`src/rtl/rs232_recv3.sv`:
```
// rs232_recv3: parametrised RS232 receiver with start validation, parity/framing checks and break recovery.
// Latency: word presented one cycle after the last stop-bit decision (sync adds 2 cycles from the pin).
// Backpressure: valid/ready output; ctsn_pin mirrors ovalid; a frame completing against a held word is dropped and sets sticky overflow.
// Optional: RS232_MAJORITY_VOTE_EN enables 2-of-3 voting around each sample point (decisions one cycle later).
module rs232_recv3 #(
    parameter real CLOCK_FREQ = 133000000.0,
    parameter real BAUD_RATE  = 115200.0,
    parameter int  DATA_BITS  = 8,
    parameter int  PARITY     = 0,
    parameter int  STOP_BITS  = 1
) (
    input  logic                 clock,
    input  logic                 reset,
    input  logic                 txd_pin,
    output logic                 ctsn_pin,
    output logic [DATA_BITS-1:0] odata,
    output logic                 ovalid,
    input  logic                 oready,
    output logic                 oferr,
    output logic                 operr,
    output logic                 overflow
);

    localparam real  UNIT      = CLOCK_FREQ / BAUD_RATE;
    localparam int   PAR_SLOTS = (PARITY != 0) ? 1 : 0;
    localparam int   NSLOTS    = 1 + DATA_BITS + PAR_SLOTS + STOP_BITS;
    localparam int   LAST_DATA = DATA_BITS;
    localparam int   LAST_SLOT = NSLOTS - 1;
    localparam int   MAX_CYC   = $rtoi(UNIT * (NSLOTS + 0.5)) + 4;
    localparam int   TW        = $clog2(MAX_CYC + 1);
    localparam int   SW        = $clog2(NSLOTS);
    localparam logic PAR_EXP   = (PARITY == 1);
`ifdef RS232_MAJORITY_VOTE_EN
    localparam int   VOTE_LAG  = 1;
`else
    localparam int   VOTE_LAG  = 0;
`endif

    typedef enum logic [2:0] {
        S_IDLE,
        S_START,
        S_DATA,
        S_PARITY,
        S_STOP,
        S_WAIT_HIGH
    } state_t;

    state_t                 state, state_nxt;
    logic                   sync_q1, txd_s;
    logic                   smp_bit;
    logic [TW-1:0]          timer;
    logic [SW-1:0]          slot;
    logic [DATA_BITS-1:0]   shreg;
    logic                   ferr_q, perr_q;
    logic                   busy, hit, frame_done, out_free;
    logic [TW-1:0]          sample_tab [NSLOTS];

    // Absolute decision cycle per slot, rounded once at elaboration so no error accumulates across the frame.
    for (genvar g = 0; g < NSLOTS; g++) begin : g_tab
        localparam int SC = $rtoi(UNIT * (g + 0.5) + 0.5) - 1 + VOTE_LAG;
        assign sample_tab[g] = TW'(SC);
    end

    always_ff @(posedge clock or posedge reset) begin
        if (reset) begin
            sync_q1 <= 1'b1;
            txd_s   <= 1'b1;
        end else begin
            sync_q1 <= txd_pin;
            txd_s   <= sync_q1;
        end
    end

`ifdef RS232_MAJORITY_VOTE_EN
    logic [1:0] hist;

    always_ff @(posedge clock or posedge reset) begin
        if (reset) begin
            hist <= 2'b11;
        end else begin
            hist <= {hist[0], txd_s};
        end
    end

    // At decision cycle S+1: txd_s is S+1, hist[0] is S, hist[1] is S-1.
    assign smp_bit = (txd_s & hist[0]) | (txd_s & hist[1]) | (hist[0] & hist[1]);
`else
    assign smp_bit = txd_s;
`endif

    assign busy       = (state == S_START) || (state == S_DATA) ||
                        (state == S_PARITY) || (state == S_STOP);
    assign hit        = busy && (timer == sample_tab[slot]);
    assign out_free   = !ovalid || oready;
    assign ctsn_pin   = ovalid;

    always_ff @(posedge clock or posedge reset) begin
        if (reset) begin
            state <= S_IDLE;
        end else begin
            state <= state_nxt;
        end
    end

    always_comb begin
        state_nxt  = state;
        frame_done = 1'b0;
        case (state)
            S_IDLE: begin
                if (!txd_s) state_nxt = S_START;
            end
            S_START: begin
                if (hit) state_nxt = smp_bit ? S_IDLE : S_DATA;
            end
            S_DATA: begin
                if (hit && (slot == SW'(LAST_DATA)))
                    state_nxt = (PAR_SLOTS != 0) ? S_PARITY : S_STOP;
            end
            S_PARITY: begin
                if (hit) state_nxt = S_STOP;
            end
            S_STOP: begin
                if (hit && (slot == SW'(LAST_SLOT))) begin
                    frame_done = 1'b1;
                    // Leaving mid-bit lets the next start edge be caught even when the sender runs fast.
                    state_nxt  = smp_bit ? S_IDLE : S_WAIT_HIGH;
                end
            end
            S_WAIT_HIGH: begin
                if (txd_s) state_nxt = S_IDLE;
            end
            default: state_nxt = S_IDLE;
        endcase
    end

    always_ff @(posedge clock or posedge reset) begin
        if (reset) begin
            timer    <= '0;
            slot     <= '0;
            shreg    <= '0;
            ferr_q   <= 1'b0;
            perr_q   <= 1'b0;
            odata    <= '0;
            ovalid   <= 1'b0;
            oferr    <= 1'b0;
            operr    <= 1'b0;
            overflow <= 1'b0;
        end else begin
            if (state == S_IDLE) begin
                // The cycle the low level is first seen is cycle 0, so the next one is cycle 1.
                timer  <= TW'(1);
                slot   <= '0;
                ferr_q <= 1'b0;
                perr_q <= 1'b0;
            end else if (busy) begin
                timer <= timer + 1'b1;
                if (hit && !frame_done) slot <= slot + 1'b1;
            end

            if (hit && (state == S_DATA)) shreg <= {smp_bit, shreg[DATA_BITS-1:1]};
            if (hit && (state == S_PARITY)) perr_q <= (^shreg) ^ smp_bit ^ PAR_EXP;
            if (hit && (state == S_STOP) && !smp_bit) ferr_q <= 1'b1;

            if (frame_done && out_free) begin
                odata  <= shreg;
                oferr  <= ferr_q | ~smp_bit;
                operr  <= perr_q;
                ovalid <= 1'b1;
            end else if (ovalid && oready) begin
                ovalid <= 1'b0;
            end

            if (frame_done && !out_free) overflow <= 1'b1;
        end
    end

endmodule

```
`config.mk`:
```
export PLATFORM = sky130hd
export DESIGN_NAME = rs232_recv3
export DESIGN_NICKNAME = d
export VERILOG_FILES = /design/src/rtl/rs232_recv3.sv
export SDC_FILE = /design/constraint.sdc
export NUM_CORES = 1
export LEC_CHECK = 0
export CAP_MARGIN = 20
export CORE_ASPECT_RATIO = 0.9
export CORE_UTILIZATION = 35
export CTS_BUF_LIST = sky130_fd_sc_hd__clkbuf_4 sky130_fd_sc_hd__clkbuf_8
export CTS_CLUSTER_DIAMETER = 100
export DETAILED_ROUTE_END_ITERATION = 7
export GPL_ROUTABILITY_DRIVEN = 0
export PLACE_DENSITY_LB_ADDON = 0.12
export SLEW_MARGIN = 25
export SYNTH_ARGS = -nofsm -noshare
export SYNTH_HDL_FRONTEND = slang
export SYNTH_SLANG_ARGS = --single-unit
```
`constraint.sdc`:
```
create_clock -name clock -period 4.5 [get_ports clock]
set_clock_uncertainty 0.1 [all_clocks]
set_input_delay 0.45 -clock clock [delete_from_list [all_inputs] [get_ports clock]]
set_output_delay 0.45 -clock clock [all_outputs]
set_load 0.05 [all_outputs]
```
==> results summary <==
The run finished with clean final reports. After clock tree synthesis, the clock-pin slew on the worst setup and hold paths is about 0.09 ns. The remaining antenna violation count is 0. The number of nets produced by synthesis came out at between 200 and 300. The path type of the worst min-delay path is reg2reg. The timing startpoint of the critical path is slot[0]$_DFFE_PP0P_. The worst setup path is launched from a register. The peak supply drop is 102 µV. The insertion delay of the later-clocked pin in the worst-skew pair is roughly 0.30 ns. The area of the placeable core came out at 6760 µm².

The tool flagged a number of max-cap violations equal to 0. The H-tree level count is 2. The residual overflow from global routing came out at 0.

Sorting the synthesized cells by area gives the leading types as dfrtp_1 43%, mux2_2 8.5%, ha_1 4.5%. The final worst-path cycle share is ~85%. The fraction of registers with async set/reset is 100%. The CTS buffer count is 5. The area share of the largest cell type after synthesis is 42.9%. In the final routed layout, each cell accounts on average for 14.0 µm. The library cell contributing the largest single delay on the critical path is dfrtp_1. The area added between synthesis and finish came out at 14.3%.

The number of I/O port buffers came out at 16. The count of cells resized by post-cts repair came out at 0. The count of yosys warnings during synthesis is 0. The number of slew-limit violations in the final report came out at 0. The critical path is of the reg2reg type. In this run the deepest clock path goes through 2 buffers.

The x dimension of the die came out at just over 90 µm. The worst-margin pin slew is 0.781 ns. STA classifies the critical path endpoint as a register.

Among all flip-flop cells after synthesis, the most frequent one is dfrtp_1. The number of cells produced by synthesis is between 200 and 300. The total via count in the routed design is roughly 1,800. The final design area excluding fillers is approximately 2900 µm². The number of setup buffers added after CTS came out at 0. The commonest cells after synthesis are 43 x dfrtp_1, 22 x nor2_1, 19 x a21oi_1, 19 x mux2_2, 16 x nand2_1. The signal on the critical path passes through inv_1, ha_1, nor2_1, o21bai_1, a221o_1, or3_1, or4_1, nor3_4, mux2_2. The number of endpoints with negative hold slack in the final report came out at 0. The ratio of cells with drive above 1 in the final layout is around 14%. The initial core utilization is a little under two fifths. In this run the tightest slew margin relative to its limit is a little under half. The total die area came out at between 7000 and 8000 µm². The detailed-router iteration count before antenna repair came out at 4. The largest driver fanout on the critical path is 13.

The mean cell area of the mapped netlist came out at between 10 and 15 µm². The number of nets in the finished design came out at 275. The synthesized flop and latch total came out at between 40 and 50. The number of distinct standard cells referenced by the synthesized netlist is 45. The core occupancy in the finished layout came out at between 40% and 50%.

In this run the critical register-to-register path is launched from slot[0]$_DFFE_PP0P_. The number of cell rows came out at 28. The reported leakage power came out at between 1 and 1.5 nW.

Setup violations remaining at the end of the flow were counted as 0. The register area share after synthesis came out at between 40% and 50%. In this run the power density over the cells is approximately 270 nW/µm². The count of inserted antenna diode cells came out at 0. The most common cell in the synthesized netlist is dfrtp_1.

In this run, synthesis inferred 0 flip-flops with an integrated enable. The cell type with the largest total area after synthesis is dfrtp_1. The achievable clock frequency came out at around 260 MHz. After detailed placement, the total cell area comes to roughly 2700 µm². Together, buffers and inverters on the worst path number 1. The TritonCTS clock tree is built. The quantity of hold-fixing buffers added after cts is 0. The number of antenna violations at the first check in global routing came to 0. For the finished layout, the period the worst path requires is approximately 3.8 ns.

Setup repair after global routing left no endpoint under its margin. After detailed routing, the number of vias per cell comes to around 5.0. Once detailed placement completed, the half-perimeter wirelength came to 3350 µm. The fill cell instance count of the final layout is 635. On the critical path the largest part of the delay comes from simple AND/OR/NAND/NOR gates.

The number of global-route vias before repair is roughly 1,700. The number of placed I/O pins is 17. The starting DRC count in detailed routing came out at about 120. The summed negative setup slack over all endpoints is 0 ns. STA puts the critical path data required time at about 4.6 ns. For this block, the routed nets add up to ~5000 µm of wire. The first global-routing pass estimated roughly 8600 µm of wire. For this run, the slowest stage of the critical path takes between 0.6 and 0.7 ns. Clock tree synthesis selected as its root buffer the cell clkbuf_8.

The startpoint identified for the worst hold timing path is sync_q1$_DFF_PP1_. For this run, design rule violations remaining after detail routing come to 0. The total clock sinks came out at 45.

The synthesized netlist occupies a cell area of between 2000 and 3000 µm². The total track usage is about 15%. The signal arrival time at the worst endpoint came out at about 3.9 ns. The floorplan die height came out at about 80 µm. Entering global routing, the biggest net connects between 40 and 50 pins.
==> cell type report <==
class | count | area [µm²] | area share [%]
flip-flops and latches | 45 | 1130 | 39.4
multi-input cells | 184 | 1280 | 44.8
clock buffers | 5 | 68.8 | 2.40
inverters | 8 | 31.3 | 1.09
repair buffers | 18 | 175 | 6.12
clock inverters | 3 | 65.1 | 2.27
well taps | 90 | 113 | 3.93
==> cell families after synthesis <==
logic type,share of synthesized area (%)
simple gates,18.0
xor+xnor,7.34
fa+ha+maj,4.49
mux,9.54
compound gates,11.6
flops,45.0
buf+inv,3.99
==> cell usage in the layout (no fill, tap or decap), types with 2 or more instances in the layout <==
cell type / synthesis / layout
nor2_1: 22 / 22
or3_1: 8 / 8
nand3_1: 4 / 4
o21ai_0: 14 / 14
nor3_1: 7 / 6
ha_1: 9 / 9
mux2_2: 19 / 19
nand3b_1: 2 / 2
nand4_1: 6 / 6
bufinv_16: 0 / 2
nor2b_1: 3 / 3
buf_4: 5 / 2
clkinv_2: 0 / 2
xor2_1: 11 / 11
inv_1: 7 / 6
dfrtp_1: 43 / 43
nor4_1: 3 / 3
xnor2_1: 10 / 10
clkbuf_8: 0 / 5
a21boi_0: 2 / 2
clkdlybuf4s50_1: 0 / 16
a21oi_1: 19 / 19
nor3b_1: 4 / 4
dfstp_2: 2 / 2
o21bai_1: 2 / 2
nand2_1: 16 / 16
nand2b_1: 4 / 4
==> worst paths after layout <==
check / end / slack [ns] / cells after the start
max: shreg[6]$_DFFE_PP0P_ / 0.69 / 9
min: smp_bit$_DFF_PP1_ / 0.26 / 0
max reg2reg: shreg[6]$_DFFE_PP0P_ / 0.69 / 9
min reg2reg: smp_bit$_DFF_PP1_ / 0.26 / 0
max in group asynchronous: slot[0]$_DFFE_PP0P_ / 3.34 / 2
min in group asynchronous: timer[1]$_DFFE_PP0P_ / 0.49 / 2
==> routing by layer <==
| metal | vias up | GRT usage (%) | wire (µm) |
|---|---|---|---|
| met2 | 26 | 21.3 | 1980 |
| met5 | - | 0 | 0 |
| met1 | 836 | 21.8 | 2810 |
| met4 | 0 | 4.29 | 30 |
| met3 | 2 | 3.02 | 131 |
| li1 | 902 | - | - |
==> through the flow <==
step	instances	hold WS, ns	total power [W]	setup slack (ns)
floorplan	250	0.245	0.000423	1.18
global placement	345	0.245	0.000429	0.809
detailed placement	345	0.247	0.000429	0.735
CTS	353	0.260	0.000800	0.699
global route	353	0.269	0.000817	0.514
finish	353	0.259	0.000784	0.691
==> where the power goes <==
part | internal, W | total (W) | switching (W)
clock | 0.000221 | 0.000364 | 0.000143
sequential | 0.000406 | 0.000407 | 0.000000994
combinational | 0.00000406 | 0.0000133 | 0.00000925
==> registers in the layout, summed over array words and instances, names as in the netlist <==
register	cells
shreg	8
smp_bit	1
slot	4
perr_q	1
odata	8
oferr	1
overflow	1
timer	14
sync_q1	1
ctsn_pin	1
state	3
ferr_q	1
operr	1
(Power assumes the default switching activity.)
